### src/rtl/dm_pkg.sv
// Shared encodings for the JTAG Debug Transport Module: DMI op/response
// codes, dtmcs field positions, the DTM version and the DMI controller states.
package dm_pkg;

    // DMI op field as shifted in by the debugger
    localparam logic [1:0] DMI_OP_NOP   = 2'd0;
    localparam logic [1:0] DMI_OP_READ  = 2'd1;
    localparam logic [1:0] DMI_OP_WRITE = 2'd2;
    localparam logic [1:0] DMI_OP_RSVD  = 2'd3;

    // DM response codes; dmistat and the captured op field use the same values
    localparam logic [1:0] DMI_RSP_OK     = 2'd0;
    localparam logic [1:0] DMI_RSP_FAILED = 2'd2;
    localparam logic [1:0] DMI_RSP_BUSY   = 2'd3;

    // dtmcs field offsets
    localparam int unsigned DTMCS_VERSION_LSB   = 0;
    localparam int unsigned DTMCS_ABITS_LSB     = 4;
    localparam int unsigned DTMCS_DMISTAT_LSB   = 10;
    localparam int unsigned DTMCS_IDLE_LSB      = 12;
    localparam int unsigned DTMCS_DMIRESET_BIT  = 16;
    localparam int unsigned DTMCS_HARDRESET_BIT = 17;

    localparam logic [3:0] DTM_VERSION = 4'h1;

    typedef enum logic [1:0] {
        ST_IDLE = 2'd0,
        ST_REQ  = 2'd1,
        ST_WAIT = 2'd2
    } dmi_state_e;

    // Value loaded into the DTMCS shift register on Capture-DR
    function automatic logic [31:0] dtmcs_word(input logic [2:0] idle,
                                               input logic [1:0] dmistat,
                                               input logic [5:0] abits);
        logic [31:0] w;
        w = '0;
        w[DTMCS_VERSION_LSB +: 4] = DTM_VERSION;
        w[DTMCS_ABITS_LSB   +: 6] = abits;
        w[DTMCS_DMISTAT_LSB +: 2] = dmistat;
        w[DTMCS_IDLE_LSB    +: 3] = idle;
        return w;
    endfunction

endpackage

### src/rtl/jtag_dr_shift.sv
// Generic JTAG data-register shift stage: parallel load on capture, shift
// right with tdi entering at the MSB, bit 0 driven out as tdo.
module jtag_dr_shift #(
    parameter int unsigned WIDTH = 32
) (
    input  logic             i_clk,
    input  logic             i_rst_n,
    input  logic             i_clear,
    input  logic             i_capture,
    input  logic             i_shift,
    input  logic             i_tdi,
    input  logic [WIDTH-1:0] i_load,
    output logic [WIDTH-1:0] o_value,
    output logic             o_tdo
);

    logic [WIDTH-1:0] r_sr;

    // Shift register: capture has priority over shift (TAP keeps them exclusive)
    always_ff @(posedge i_clk or negedge i_rst_n) begin
        if (!i_rst_n) begin
            r_sr <= '0;
        end else if (i_clear) begin
            r_sr <= '0;
        end else if (i_capture) begin
            r_sr <= i_load;
        end else if (i_shift) begin
            r_sr <= {i_tdi, r_sr[WIDTH-1:1]};
        end
    end

    assign o_value = r_sr;
    assign o_tdo   = r_sr[0];

endmodule

### src/rtl/dtm_dmi_ctrl.sv
// JTAG DTM controller (tck domain): owns the DMI and DTMCS data registers,
// turns each DMI update into one request/response exchange with the Debug
// Module and tracks busy/sticky error status.
// Optional request timeout: define DTM_DMI_TIMEOUT_EN.
module dtm_dmi_ctrl
    import dm_pkg::*;
#(
    parameter int unsigned ABITS          = 7,
    parameter int unsigned IDLE_HINT      = 3,
    parameter int unsigned TIMEOUT_CYCLES = 255
) (
    input  logic             tck,
    input  logic             trst,
    input  logic             test_logic_reset,
    input  logic             capture_dr,
    input  logic             shift_dr,
    input  logic             update_dr,
    input  logic             dmi_select,
    input  logic             dtmcs_select,
    input  logic             tdi,
    output logic             dmi_tdo,
    output logic             dtmcs_tdo,
    output logic             req_valid,
    input  logic             req_ready,
    output logic [ABITS-1:0] req_addr,
    output logic [31:0]      req_data,
    output logic [1:0]       req_op,
    input  logic             rsp_valid,
    output logic             rsp_ready,
    input  logic [31:0]      rsp_data,
    input  logic [1:0]       rsp_resp
);

    localparam int unsigned DMI_W = ABITS + 34;

    dmi_state_e       r_state, w_state_nxt;
    logic [1:0]       r_dmistat, w_dmistat_nxt;
    logic [ABITS-1:0] r_last_addr, w_last_addr_nxt;
    logic [31:0]      r_last_data, w_last_data_nxt;
    logic [ABITS-1:0] r_req_addr, w_req_addr_nxt;
    logic [31:0]      r_req_data, w_req_data_nxt;
    logic [1:0]       r_req_op, w_req_op_nxt;

    logic             w_dmi_capture, w_dmi_shift, w_dmi_update;
    logic             w_dtmcs_capture, w_dtmcs_shift, w_dtmcs_update;
    logic [DMI_W-1:0] w_dmi_load, w_dmi_val;
    logic [31:0]      w_dtmcs_load, w_dtmcs_val;
    logic [1:0]       w_dmi_opfield;
    logic [ABITS-1:0] w_upd_addr;
    logic [31:0]      w_upd_data;
    logic [1:0]       w_upd_op;
    logic             w_tmo_hit;
    logic             w_dtmcs_unused;

    assign w_dmi_capture   = capture_dr & dmi_select;
    assign w_dmi_shift     = shift_dr   & dmi_select;
    assign w_dmi_update    = update_dr  & dmi_select;
    assign w_dtmcs_capture = capture_dr & dtmcs_select;
    assign w_dtmcs_shift   = shift_dr   & dtmcs_select;
    assign w_dtmcs_update  = update_dr  & dtmcs_select;

    // A capture while a transaction is outstanding reports busy in the op field
    assign w_dmi_opfield = (r_state != ST_IDLE) ? DMI_RSP_BUSY : r_dmistat;
    assign w_dmi_load    = {r_last_addr, r_last_data, w_dmi_opfield};
    assign w_dtmcs_load  = dtmcs_word(3'(IDLE_HINT), r_dmistat, 6'(ABITS));

    assign {w_upd_addr, w_upd_data, w_upd_op} = w_dmi_val;

    // Only dmireset/dmihardreset are writable in dtmcs
    assign w_dtmcs_unused = ^{w_dtmcs_val[31:DTMCS_HARDRESET_BIT+1],
                              w_dtmcs_val[DTMCS_DMIRESET_BIT-1:0]};

    jtag_dr_shift #(.WIDTH(DMI_W)) u_dmi_dr (
        .i_clk     (tck),
        .i_rst_n   (trst),
        .i_clear   (test_logic_reset),
        .i_capture (w_dmi_capture),
        .i_shift   (w_dmi_shift),
        .i_tdi     (tdi),
        .i_load    (w_dmi_load),
        .o_value   (w_dmi_val),
        .o_tdo     (dmi_tdo)
    );

    jtag_dr_shift #(.WIDTH(32)) u_dtmcs_dr (
        .i_clk     (tck),
        .i_rst_n   (trst),
        .i_clear   (test_logic_reset),
        .i_capture (w_dtmcs_capture),
        .i_shift   (w_dtmcs_shift),
        .i_tdi     (tdi),
        .i_load    (w_dtmcs_load),
        .o_value   (w_dtmcs_val),
        .o_tdo     (dtmcs_tdo)
    );

`ifdef DTM_DMI_TIMEOUT_EN
    localparam int unsigned TMO_W = ($clog2(TIMEOUT_CYCLES + 1) > 8) ?
                                    $clog2(TIMEOUT_CYCLES + 1) : 8;

    logic [TMO_W-1:0] r_tmo_cnt, w_tmo_cnt_nxt;

    // Fires on the last allowed cycle so the abort lands exactly TIMEOUT_CYCLES after entry
    assign w_tmo_hit = (r_state != ST_IDLE) &&
                       (r_tmo_cnt == TMO_W'(TIMEOUT_CYCLES - 1));

    // Timeout counter next value: cleared on entry to REQ, counts through REQ and WAIT
    always_comb begin
        w_tmo_cnt_nxt = r_tmo_cnt;
        if ((w_state_nxt == ST_REQ) && (r_state != ST_REQ)) begin
            w_tmo_cnt_nxt = '0;
        end else if (r_state != ST_IDLE) begin
            w_tmo_cnt_nxt = r_tmo_cnt + 1'b1;
        end
    end

    // Timeout counter register
    always_ff @(posedge tck or negedge trst) begin
        if (!trst) begin
            r_tmo_cnt <= '0;
        end else if (test_logic_reset) begin
            r_tmo_cnt <= '0;
        end else begin
            r_tmo_cnt <= w_tmo_cnt_nxt;
        end
    end
`else
    logic w_tmo_unused;

    assign w_tmo_hit    = 1'b0;
    assign w_tmo_unused = (TIMEOUT_CYCLES != 0);
`endif

    // Next-state and datapath decode; later blocks override earlier ones so
    // hardreset wins over a same-cycle response and timeout wins over handshakes
    always_comb begin
        w_state_nxt     = r_state;
        w_dmistat_nxt   = r_dmistat;
        w_last_addr_nxt = r_last_addr;
        w_last_data_nxt = r_last_data;
        w_req_addr_nxt  = r_req_addr;
        w_req_data_nxt  = r_req_data;
        w_req_op_nxt    = r_req_op;

        if (w_tmo_hit) begin
            w_state_nxt = ST_IDLE;
            if (r_dmistat == DMI_RSP_OK) begin
                w_dmistat_nxt = DMI_RSP_FAILED;
            end
        end else begin
            case (r_state)
                ST_IDLE: ;
                ST_REQ: begin
                    if (req_ready) begin
                        w_state_nxt = ST_WAIT;
                    end
                end
                ST_WAIT: begin
                    if (rsp_valid) begin
                        w_state_nxt = ST_IDLE;
                        if (r_req_op == DMI_OP_READ) begin
                            w_last_data_nxt = rsp_data;
                        end
                        if (r_dmistat == DMI_RSP_OK) begin
                            case (rsp_resp)
                                DMI_RSP_FAILED: w_dmistat_nxt = DMI_RSP_FAILED;
                                DMI_RSP_BUSY:   w_dmistat_nxt = DMI_RSP_BUSY;
                                default:        ;
                            endcase
                        end
                    end
                end
                default: w_state_nxt = ST_IDLE;
            endcase
        end

        if (w_dmi_capture && (r_state != ST_IDLE) && (w_dmistat_nxt == DMI_RSP_OK)) begin
            w_dmistat_nxt = DMI_RSP_BUSY;
        end

        if (w_dmi_update) begin
            if (r_state != ST_IDLE) begin
                if (w_dmistat_nxt == DMI_RSP_OK) begin
                    w_dmistat_nxt = DMI_RSP_BUSY;
                end
            end else if (r_dmistat == DMI_RSP_OK) begin
                case (w_upd_op)
                    DMI_OP_READ, DMI_OP_WRITE: begin
                        w_req_addr_nxt  = w_upd_addr;
                        w_req_data_nxt  = w_upd_data;
                        w_req_op_nxt    = w_upd_op;
                        w_last_addr_nxt = w_upd_addr;
                        w_state_nxt     = ST_REQ;
                    end
                    DMI_OP_NOP, DMI_OP_RSVD: ;
                    default: ;
                endcase
            end
        end

        if (w_dtmcs_update) begin
            if (w_dtmcs_val[DTMCS_HARDRESET_BIT]) begin
                w_state_nxt     = ST_IDLE;
                w_dmistat_nxt   = DMI_RSP_OK;
                w_last_data_nxt = r_last_data;
            end else if (w_dtmcs_val[DTMCS_DMIRESET_BIT]) begin
                w_dmistat_nxt = DMI_RSP_OK;
            end
        end
    end

    // State and datapath registers; Test-Logic-Reset mirrors trst synchronously
    always_ff @(posedge tck or negedge trst) begin
        if (!trst) begin
            r_state     <= ST_IDLE;
            r_dmistat   <= '0;
            r_last_addr <= '0;
            r_last_data <= '0;
            r_req_addr  <= '0;
            r_req_data  <= '0;
            r_req_op    <= '0;
        end else if (test_logic_reset) begin
            r_state     <= ST_IDLE;
            r_dmistat   <= '0;
            r_last_addr <= '0;
            r_last_data <= '0;
            r_req_addr  <= '0;
            r_req_data  <= '0;
            r_req_op    <= '0;
        end else begin
            r_state     <= w_state_nxt;
            r_dmistat   <= w_dmistat_nxt;
            r_last_addr <= w_last_addr_nxt;
            r_last_data <= w_last_data_nxt;
            r_req_addr  <= w_req_addr_nxt;
            r_req_data  <= w_req_data_nxt;
            r_req_op    <= w_req_op_nxt;
        end
    end

    assign req_valid = (r_state == ST_REQ);
    assign rsp_ready = (r_state == ST_WAIT);
    assign req_addr  = r_req_addr;
    assign req_data  = r_req_data;
    assign req_op    = r_req_op;

endmodule

### config.mk
export PLATFORM = sky130hd
export DESIGN_NAME = dtm_dmi_ctrl
export DESIGN_NICKNAME = d
export VERILOG_FILES = /design/src/rtl/dm_pkg.sv /design/src/rtl/jtag_dr_shift.sv /design/src/rtl/dtm_dmi_ctrl.sv
export SDC_FILE = /design/constraint.sdc
export NUM_CORES = 1
export LEC_CHECK = 0
export BUFFER_PORTS_ARGS = -buffer_cell sky130_fd_sc_hd__buf_2
export CAP_MARGIN = 10
export CORE_UTILIZATION = 40
export CTS_CLUSTER_DIAMETER = 120
export DETAILED_ROUTE_END_ITERATION = 7
export PLACE_DENSITY_LB_ADDON = 0.05
export SYNTH_ARGS = -nofsm -noshare
export SYNTH_HDL_FRONTEND = slang
export SYNTH_SLANG_ARGS = --single-unit
### constraint.sdc
create_clock -name tck -period 1.8 [get_ports tck]
set_clock_uncertainty 0.05 [all_clocks]
set_input_delay 0.09 -clock tck [delete_from_list [all_inputs] [get_ports tck]]
set_output_delay 0.09 -clock tck [all_outputs]
set_load 0.005 [all_outputs]
# == Word level (Yosys, flattened, before mapping) ==
# Index checks and enable logic that the tools add are counted.
# op_classes
n_eq_ne,9
n_bitwise,6
n_mux,50
n_reduce_logical,14
# op_table
op,n
32-bit two-way mux,14
41-bit two-way mux,3
2-bit two-way mux,26
7-bit two-way mux,5
"2-bit equality test, second input constant",4
2-bit zero test,4
2-bit nonzero test,4
1-bit AND,6
"2-bit by 1-bit equality test with 1-bit output, second input constant",3
2-bit case mux with 3 select lines,1
3-bit nonzero test,2
2-bit case mux with 2 select lines,1
4-bit AND reduction,1
"3-bit inequality test, second input constant",1
1-bit logical AND,2
"2-bit inequality test, second input constant",1
2-bit OR reduction,1
# word_totals
ff_bits,150
wordCells,87
inputBits,45

# == Depth between registers and ports, before layout ==
# Gate-level depths: netlist of run 1.
# depth
depth_word,16
ltp_mapped,6
depth_no_buf,4

# == Hierarchy ==
# Synthesis of run 1 repeated with hierarchy kept, for this count alone.
# hier_totals
hier_cells,683
area_unflattened_um2,7820.0
# by_module_without_submodules
mod,instances,cells_each,area_each_um2
dtm_dmi_ctrl,1,356,3973.8
jtag_dr_shift (u_dmi_dr),1,184,2168.3
jtag_dr_shift (u_dtmcs_dr),1,143,1677.9

# == Worst setup path before layout of run 1 ==
# No wires, ideal clock.
# synth_path
path_kind,flip-flop to flip-flop
startpoint,register r_state[0]
endpoint,register r_last_data[10]
setup_slack_ns,0.278
path_stages_with_launch,5
synth_period_minus_slack_ns,1.522
t_arrival_ns,1.393
cell_sequence,dfrtp_1 > nand2b_4 > nor4_4 > buf_6 > mux2i_1
# synth_between
elab_chain_cells,5
# synth_rtl
element,line,rtl
"start, declared",dtm_dmi_ctrl.sv:36,"dmi_state_e r_state, w_state_nxt;"
"start signal, assigned",dtm_dmi_ctrl.sv:231,r_state <= w_state_nxt;
2-bit equality test (*),dtm_dmi_ctrl.sv:151,case (r_state)
32-bit two-way mux (*),dtm_dmi_ctrl.sv:151,
32-bit two-way mux,dtm_dmi_ctrl.sv:202,if (w_dtmcs_val[DTMCS_HARDRESET_BIT]) begin
32-bit two-way mux (*),dtm_dmi_ctrl.sv:201,if (w_dtmcs_update) begin
32-bit two-way mux (*),dtm_dmi_ctrl.sv:222,end else if (test_logic_reset) begin
"end signal, assigned",dtm_dmi_ctrl.sv:234,r_last_data <= w_last_data_nxt;
"end, declared",dtm_dmi_ctrl.sv:39,"logic [31:0] r_last_data, w_last_data_nxt;"
# Every way passes the cells marked *; elsewhere a longest branch is shown, timed or not. The select of a mux whose other input is x is not followed.
# A chain may end at the register's enable or synchronous reset.

# == Final worst setup path of run 1 ==
# layout_path
startpoint,register r_state[0]
endpoint,register r_last_data[27]
# Same word-level chain as after synthesis.

==> results.md, run 1 <==
Min path:
- The path class of the tightest hold or removal check is primary input to register.
- The worst min-delay path startpoint is dmi_select.

Timing:
- The number of pins exceeding their max-slew limit in the final report came to 0.
- The final critical-path setup slack is 165.4 ps.
- The final-report hold violation count is 0.
- For the pin with the worst max-slew slack, the measured transition is 841.2 ps.
- Setup violations remaining at the end of the flow were counted as 0.
- Timing would allow up to 0.6118 GHz.
- After layout, the minimum clock period comes to 1635 ps.
- In this run the tightest slew margin relative to its limit is 43.92%.
- Setup repair after global routing left no endpoint under its margin.
- The worst path uses 90.81% of the clock period.
- The aggregate negative setup slack is 0 ps.

Global routing:
- The largest net degree at the start of global routing is 120.
- The total routing usage reported by global routing is 18.19%.
- The final global-route overflow total is 0.
- The via count of the first global-routing pass is 5163.
- The first global-routing pass estimated 26370 um of wire.
- The number of antenna violations at the first check in global routing is 0.

Power and ir drop:
- The switching share of total power is 22.42%.
- Registers are responsible for 44.3% of the overall power.
- The largest vdd supply drop is 0.6225 mV.
- For this design the total switching power over the nets is 1724 uW.
- In this run, the clock network consumes 48.9% of the power.
- The cell leakage power is 0.003984 uW.
- Per report_power, the combinational group accounts for 6.8% of the total.
- Dividing total power by cell area gives a power density of 861.5 nW/um2.
- The internal portion of the total power is 5964 uW.

Drt:
- The total DRC errors in the routed layout is 0.
- The wire length per cell after detailed routing is 15.98 um.
- The final antenna-violating net count is 0.
- The initial DRC count is 286.
- The pre-antenna-repair detailed-routing pass consisted of 4 iterations.
- Summed over all layers, the routed wires come to 15740 um.
- The mean number of vias per cell is 5.108.
- The total via count in the routed design is 5031.

Die:
- In this run the count of I/O pins placed on the die edge is 90.
- The floorplan step set the die height to 136.5 um.
- In this run the horizontal extent of the chip is 136.5 um.
- The placeable core region is 17480 um2.
- The floorplan has 48 rows.
- The starting utilization of the core area is 41.39%.
- The die covers 18620 um2.

Setup path:
- The kind of launch point of the worst setup path is a register.
- The highest cell delay on the worst timing path is 450 ps.
- The required time of the worst setup path is 2090 ps.
- The critical path goes through nand2b_4 > nor4_4 > buf_12 > mux2i_1.
- The worst path arrival time is 1920 ps.
- The critical path start-end classification is register to register.
- The source of the critical timing path is r_state[0].
- In this run the critical register-to-register path is launched from r_state[0].
- The endpoint type of the worst setup path is a register.
- The largest individual stage delay along the critical path comes from the cell sky130_fd_sc_hd__dfrtp_1.
- The combined buffer and inverter count along the critical path is 1.
- The register-to-register setup slack is 170 ps.
- The kind of cell with the highest combined delay along the critical path is simple AND/OR/NAND/NOR gates.
- The maximum fanout along the worst path is 32.

Place:
- The placer congestion estimate is 0.8278.
- The number of buffer cells added on primary ports is 89.
- Summing all placed instances gives a cell area of 7943 um2.
- The estimated wirelength of the detail-placed design is 9600 um.
- Timing analysis after detailed placement gives a worst setup slack of 168.2 ps.

Job:
- Across the run, the number of max-cap violations was 0.

Clock network:
- The clock tree synthesis step divided the H-tree into 4 levels.
- The CTS tree is done.
- Counting along the longest clock path gives a buffer depth of 2.
- The number of clock sinks is 150.
- The source-to-sink clock delay at the later pin of the worst-skew pair is 410 ps.
- After clock tree synthesis, the repair step resized 0 gates.
- In this run, CTS created clock tree buffers numbering 17.
- The clock transition at the registers of the reported paths is 60 ps.
- The tree is rooted in a sky130_fd_sc_hd__clkbuf_16.

Layout:
- The top cell types in the final layout, fill and taps aside, are 150 x sky130_fd_sc_hd__dfrtp_1, 110 x sky130_fd_sc_hd__mux2i_1, 107 x sky130_fd_sc_hd__nand2b_1.
- The library cell used most frequently in the layout, excluding fill and tap cells, is sky130_fd_sc_hd__dfrtp_1.
- The ratio of cells with drive above 1 in the final layout is 22.24%.
- The layout overhead on the synthesized area is 23.37%.
- The multi-input combinational cells in the finished layout cover a total of 3211 um2.
- After filler insertion, the fill cell instance count of the layout stands at 1577.
- The core occupancy in the finished layout is 51.06%.
- The diode insertion count for antenna repair is 0.
- The finished cells cover 8924 um2.
- The net count of the finished layout is 793.
- The sequential cells in the finished layout cover a total of 3754 um2.

Synth:
- The number of distinct library cells after synthesis is 49.
- The synthesized design contains 150 register bits.
- Counting every instance in the synthesized netlist gives 636.
- After synthesis, the mean cell area works out to 11.37 um2.
- Sorting the synthesized cells by area gives the leading types as sky130_fd_sc_hd__dfrtp_1 52%, sky130_fd_sc_hd__mux2i_1 15%, sky130_fd_sc_hd__nand2b_1 9.3%, sky130_fd_sc_hd__o2bb2ai_1 5.0%, sky130_fd_sc_hd__nand2_1 2.7%.
- The cell taking the most area after synthesis is sky130_fd_sc_hd__dfrtp_1.
- The share of flip-flops with an asynchronous set or reset is 100.0%.
- Sequential elements use 51.89% of the synthesized area.
- The most used flip-flop cell after synthesis is sky130_fd_sc_hd__dfrtp_1.
- Synthesis produced a netlist with a net count of 681.
- In this run, synthesis inferred 0 flip-flops with an integrated enable.
- The top-area cell type share of the netlist area is 51.89%.
- The Yosys warning count is 0.
- The synthesized cell area is 7233 um2.

Status:
- The flow ran to the end, and the final reports show no timing, DRC or antenna violations.
-- stage by stage --
stage,hold slack [ps],std cells,power (uW)
2_1_floorplan,-255.6,636,3715
3_3_place_gp,-22.57,918,3930
3_5_place_dp,-16.76,918,3937
4_1_cts,22.98,985,7772
5_1_grt,54.16,985,7954
6_report,43.33,985,7688
-- final timing paths --
check	to	cells past startpoint
min	u_dmi_dr.o_value[1]	3
max in group asynchronous	r_last_data[20]	3
min in group asynchronous	req_data[4]	2
max	r_last_data[27]	4
min reg2reg	u_dmi_dr.o_value[19]	1
max reg2reg	r_last_data[27]	4
-- cell families after synthesis --
kind of cell | count (synthesis) | share of synthesized area [%]
muxes | 110 | 15.22
AOI/OAI and AO/OA | 93 | 9.635
DFF | 150 | 51.89
and+or+nand+nor | 229 | 19.25
buffers and inverters | 53 | 3.875
xor gates and xnor gates | 1 | 0.1211
-- cells in the mapped netlist (2+ instances only) --
master	count
sky130_fd_sc_hd__a21oi_1	23
sky130_fd_sc_hd__a22oi_1	3
sky130_fd_sc_hd__a311oi_1	3
sky130_fd_sc_hd__a41oi_1	2
sky130_fd_sc_hd__and4_1	2
sky130_fd_sc_hd__buf_1	3
sky130_fd_sc_hd__buf_2	8
sky130_fd_sc_hd__buf_6	9
sky130_fd_sc_hd__clkbuf_1	28
sky130_fd_sc_hd__dfrtp_1	150
sky130_fd_sc_hd__inv_1	4
sky130_fd_sc_hd__mux2i_1	110
sky130_fd_sc_hd__nand2_1	52
sky130_fd_sc_hd__nand2b_1	107
sky130_fd_sc_hd__nor2_1	11
sky130_fd_sc_hd__nor2b_1	3
sky130_fd_sc_hd__nor3_1	3
sky130_fd_sc_hd__o21a_1	3
sky130_fd_sc_hd__o21ai_0	2
sky130_fd_sc_hd__o22ai_1	4
sky130_fd_sc_hd__o2bb2ai_1	41
sky130_fd_sc_hd__or2b_1	18
sky130_fd_sc_hd__or2b_2	21
-- sequential cells by signal (all words and copies together), names as in the netlist --
name and cells:
u_dmi_dr.o_value 41, r_last_data 32, req_data 32, u_dtmcs_dr.o_value 32, req_addr 7, r_dmistat 2, r_state 2, req_op 2
-- final cells by class --
class                   count  share of cell area (%)
clock inverters            13                   2.033
multi-input cells         433                   35.98
repair buffers            142                   11.68
flip-flops and latches    150                   42.06
well taps                 225                   3.155
inverters                   4                  0.1683
clock buffers              18                   4.921
-- power groups by stage --
| stage | clock network (uW) | registers, uW | logic (uW) |
|---|---|---|---|
| after detailed placement | 0 | 3470 | 470 |
| final | 3760 | 3410 | 522 |
| after global placement | 0 | 3470 | 464 |
| after floorplan | 0 | 3460 | 251 |
| after global routing | 3970 | 3410 | 576 |
| after CTS | 3830 | 3400 | 532 |
-- worst register-to-register path, delay by kind of cell (launching register included) --
| family | cells | cell delay, ps |
|---|---|---|
| multiplexers | 1 | 270 |
| AND/OR/NAND/NOR | 2 | 500 |
| flip-flops | 1 | 450 |
| buffers and inverters | 1 | 290 |
-- repair_timing --
item,in CTS,in global routing
setup buffers,0,0
hold buffers,36,0
hold endpoints to repair,187,0
-- layer usage --
metal | part of all wire [%] | vias to the layer above | global-route usage [%]
met5 | 0 | - | 0
met1 | 49 | 2515 | 24.75
met3 | 3.4 | 17 | 3.505
met2 | 47 | 87 | 29.02
li1 | - | 2412 | -
met4 | 1.4 | 0 | 5.988
Note: power is estimated with default switching activity, not from simulation.
==> inputs of run 2 (changes only) <==
==> constraint.sdc (replaced) <==
create_clock -name tck -period 2.07 [get_ports tck]
set_clock_uncertainty 0.05 [all_clocks]
set_input_delay 0.1035 -clock tck [delete_from_list [all_inputs] [get_ports tck]]
set_output_delay 0.1035 -clock tck [all_outputs]
set_load 0.005 [all_outputs]
==> results.md, run 2 (synthesis results as in run 1) <==
Global routing:
- The global-route wire length before repair is 25680 um.
- The number of antenna violations at the first check in global routing was 0.
- After global routing the overflow that remains totals 0.
- The total routing usage reported by global routing is 17.89%.
- The via count of the first global-routing pass is 5021.
- Entering global routing, the biggest net connects 147 pins.

Setup path:
- The worst path arrival time is 2080 ps.
- The required time of the worst setup path is 2360 ps.
- STA classifies the critical path startpoint as a register.
- The register-to-register setup slack is 280 ps.
- The critical path start-end classification is register to register.
- The worst register-to-register path has a depth of 4.
- The endpoint type of the worst setup path is a register.
- Along the worst path, the maximum fanout reaches 16.
- The endpoint identified for the worst register-to-register timing path is req_data[10].
- The worst register-to-register path begins at r_state[1].

Status:
- The run finished with clean final reports.

Clock network:
- The clock passes through at most 2 buffers.
- After clock tree synthesis, the clock-pin slew on the worst setup and hold paths is 60 ps.
- Clock tree synthesis selected as its root buffer the cell sky130_fd_sc_hd__clkbuf_16.
- The number of clock sinks is 150.
- TritonCTS built the clock tree.
- The later pin in the worst-skew pair is clocked with a latency of 420 ps.
- The number of buffers created by CTS is 17.
- The number of resized instances in the post-cts repair step is 0.
- The H-tree depth is 4.

Power and ir drop:
- Across the VDD grid, the largest voltage drop is 0.5909 mV.
- For this design the ratio of total power to cell area is 758.7 nW/um2.
- The cell leakage power is 0.003987 uW.

Place:
- Port buffering added 89 buffers.
- The total instance count after detailed placement is 914.
- The estimated wirelength of the detail-placed design is 9613 um.
- Routability-driven placement finished with a final weighted congestion of 0.8331.

Drt:
- The first detailed-routing pass ran for 4 iterations.
- The final antenna-violating net count is 0.
- The detailed router finished its first iteration with 211 violations.
- The routed design has 15470 um of wire.
- Using the TritonRoute via totals, the vias-per-cell ratio works out to 5.065.
- In the routed design, unresolved DRC markers number 0.
- The routed layout has 4974 vias.
- After detailed routing, the average wire length per cell comes to 15.76 um.

Timing:
- The number of pins exceeding their max-slew limit in the final report is 0.
- For the finished layout, the period the worst path requires is 1790 ps.
- The slew at the pin closest to its max-slew limit is 847.8 ps.
- Setup repair after global routing left no endpoint under its margin.
- Setup total negative slack on the finished layout was measured at 0 ps.
- The final-report hold violation count is 0.
- Setup violations remaining at the end of the flow were counted as 0.
- The worst pin sits at a relative slew slack of 43.48%.
- After layout, the worst path uses 86.47% of the clock period.
- The highest clock rate is 0.5587 GHz.

Min path:
- The worst hold path depth is 3.
- The endpoint of the worst hold-timing path is r_last_data[1].
- The worst hold path belongs to the class primary input to register.
- In this run the most critical hold path is launched from rsp_data[1].

Layout:
- 0 antenna diodes ended up in the layout.
- In the layout the commonest cells are 150 x sky130_fd_sc_hd__dfrtp_1, 110 x sky130_fd_sc_hd__mux2i_1, 107 x sky130_fd_sc_hd__nand2b_1.
- The number of flip-flops under the largest register name is 41.
- Of the cells placed in the final design, the portion with a size suffix greater than 1 is 21.53%.
- Leaving out fill and tap cells, the most frequent cell in the layout is sky130_fd_sc_hd__dfrtp_1.
- The net count of the finished layout is 789.
- Once layout is complete, the cells apart from fillers number 982.
- From synthesis to final layout, the design area changed by 23.30%.

Die:
- The starting utilization of the core area is 41.39%.
- The number of primary I/O pins is 90.
- The area of the die is 18620 um2.
- From bottom edge to top edge, the die measures 136.5 um.
- The placeable core region is 17480 um2.
- The width of the die is 136.5 um.
- The floorplan has 48 rows.

Job:
- Across the run, the number of max-cap violations was 0.
## run 2: cell count changes in the layout (fill, tap and decap cells not counted), sizes merged
cell / change
clkinv: -3
buf: -4
clkinvlp: -3
clkbuf: +7
## run 2: per-stage QoR
step	setup slack (ps)	power, uW	hold WS, ps	util, %	instance area (um2)
CTS	276.1	6858	2.451	51.03	8919
global placement	337.1	3412	-17.12	45.27	7913
finish	280.1	6766	15.61	51.03	8919
floorplan	548.0	3231	-242.1	-	7233
detailed placement	282.0	3417	-13.11	45.27	7913
global route	115.5	7008	2.992	51.03	8919
## run 2: report_power, final
group | internal, uW | switching (uW)
Sequential | 2950 | 11.9
Clock | 2180 | 1180
Combinational | 197 | 248
## run 2: critical path: stages (launching register included)
cell	delay, ps
sky130_fd_sc_hd__dfrtp_1	470
sky130_fd_sc_hd__nor3_2	340
sky130_fd_sc_hd__and4_2	320
sky130_fd_sc_hd__buf_4	290
sky130_fd_sc_hd__mux2i_1	230
## run 2: area by class of cell
cell class,instances,area (um2)
fill,1580,8558
clock buffer,25,505.5
clock inverter,7,140.1
sequential,150,3754
inverter,4,15.01
timing repair buffer,138,1012
tap,225,281.5
multi-input combinational,433,3211
## run 2: what timing repair did
item | CTS | global route
endpoints found under the hold margin | 191 | 0
setup buffers | 0 | 0
hold buffers | 36 | 0
## run 2: how the worst max path moves through the flow
stage               startpoint              end  slack [ps]  cells past startpoint
floorplan           r_state[0]  r_last_data[10]         550                      4
global placement    r_state[1]     req_data[14]         340                      4
detailed placement  r_state[1]     req_data[10]         280                      4
CTS                 r_state[1]     req_data[13]         280                      4
global route        r_state[1]      req_data[6]         120                      4
finish              r_state[1]     req_data[10]         280                      4
## run 2: metal layers
layer	share of wire, %	routed length (um)	global-route usage [%]
met2	48	7424	29.22
met1	47	7229	22.90
met3	4.0	625	4.773
met4	1.2	193	5.926
met5	0	0	0
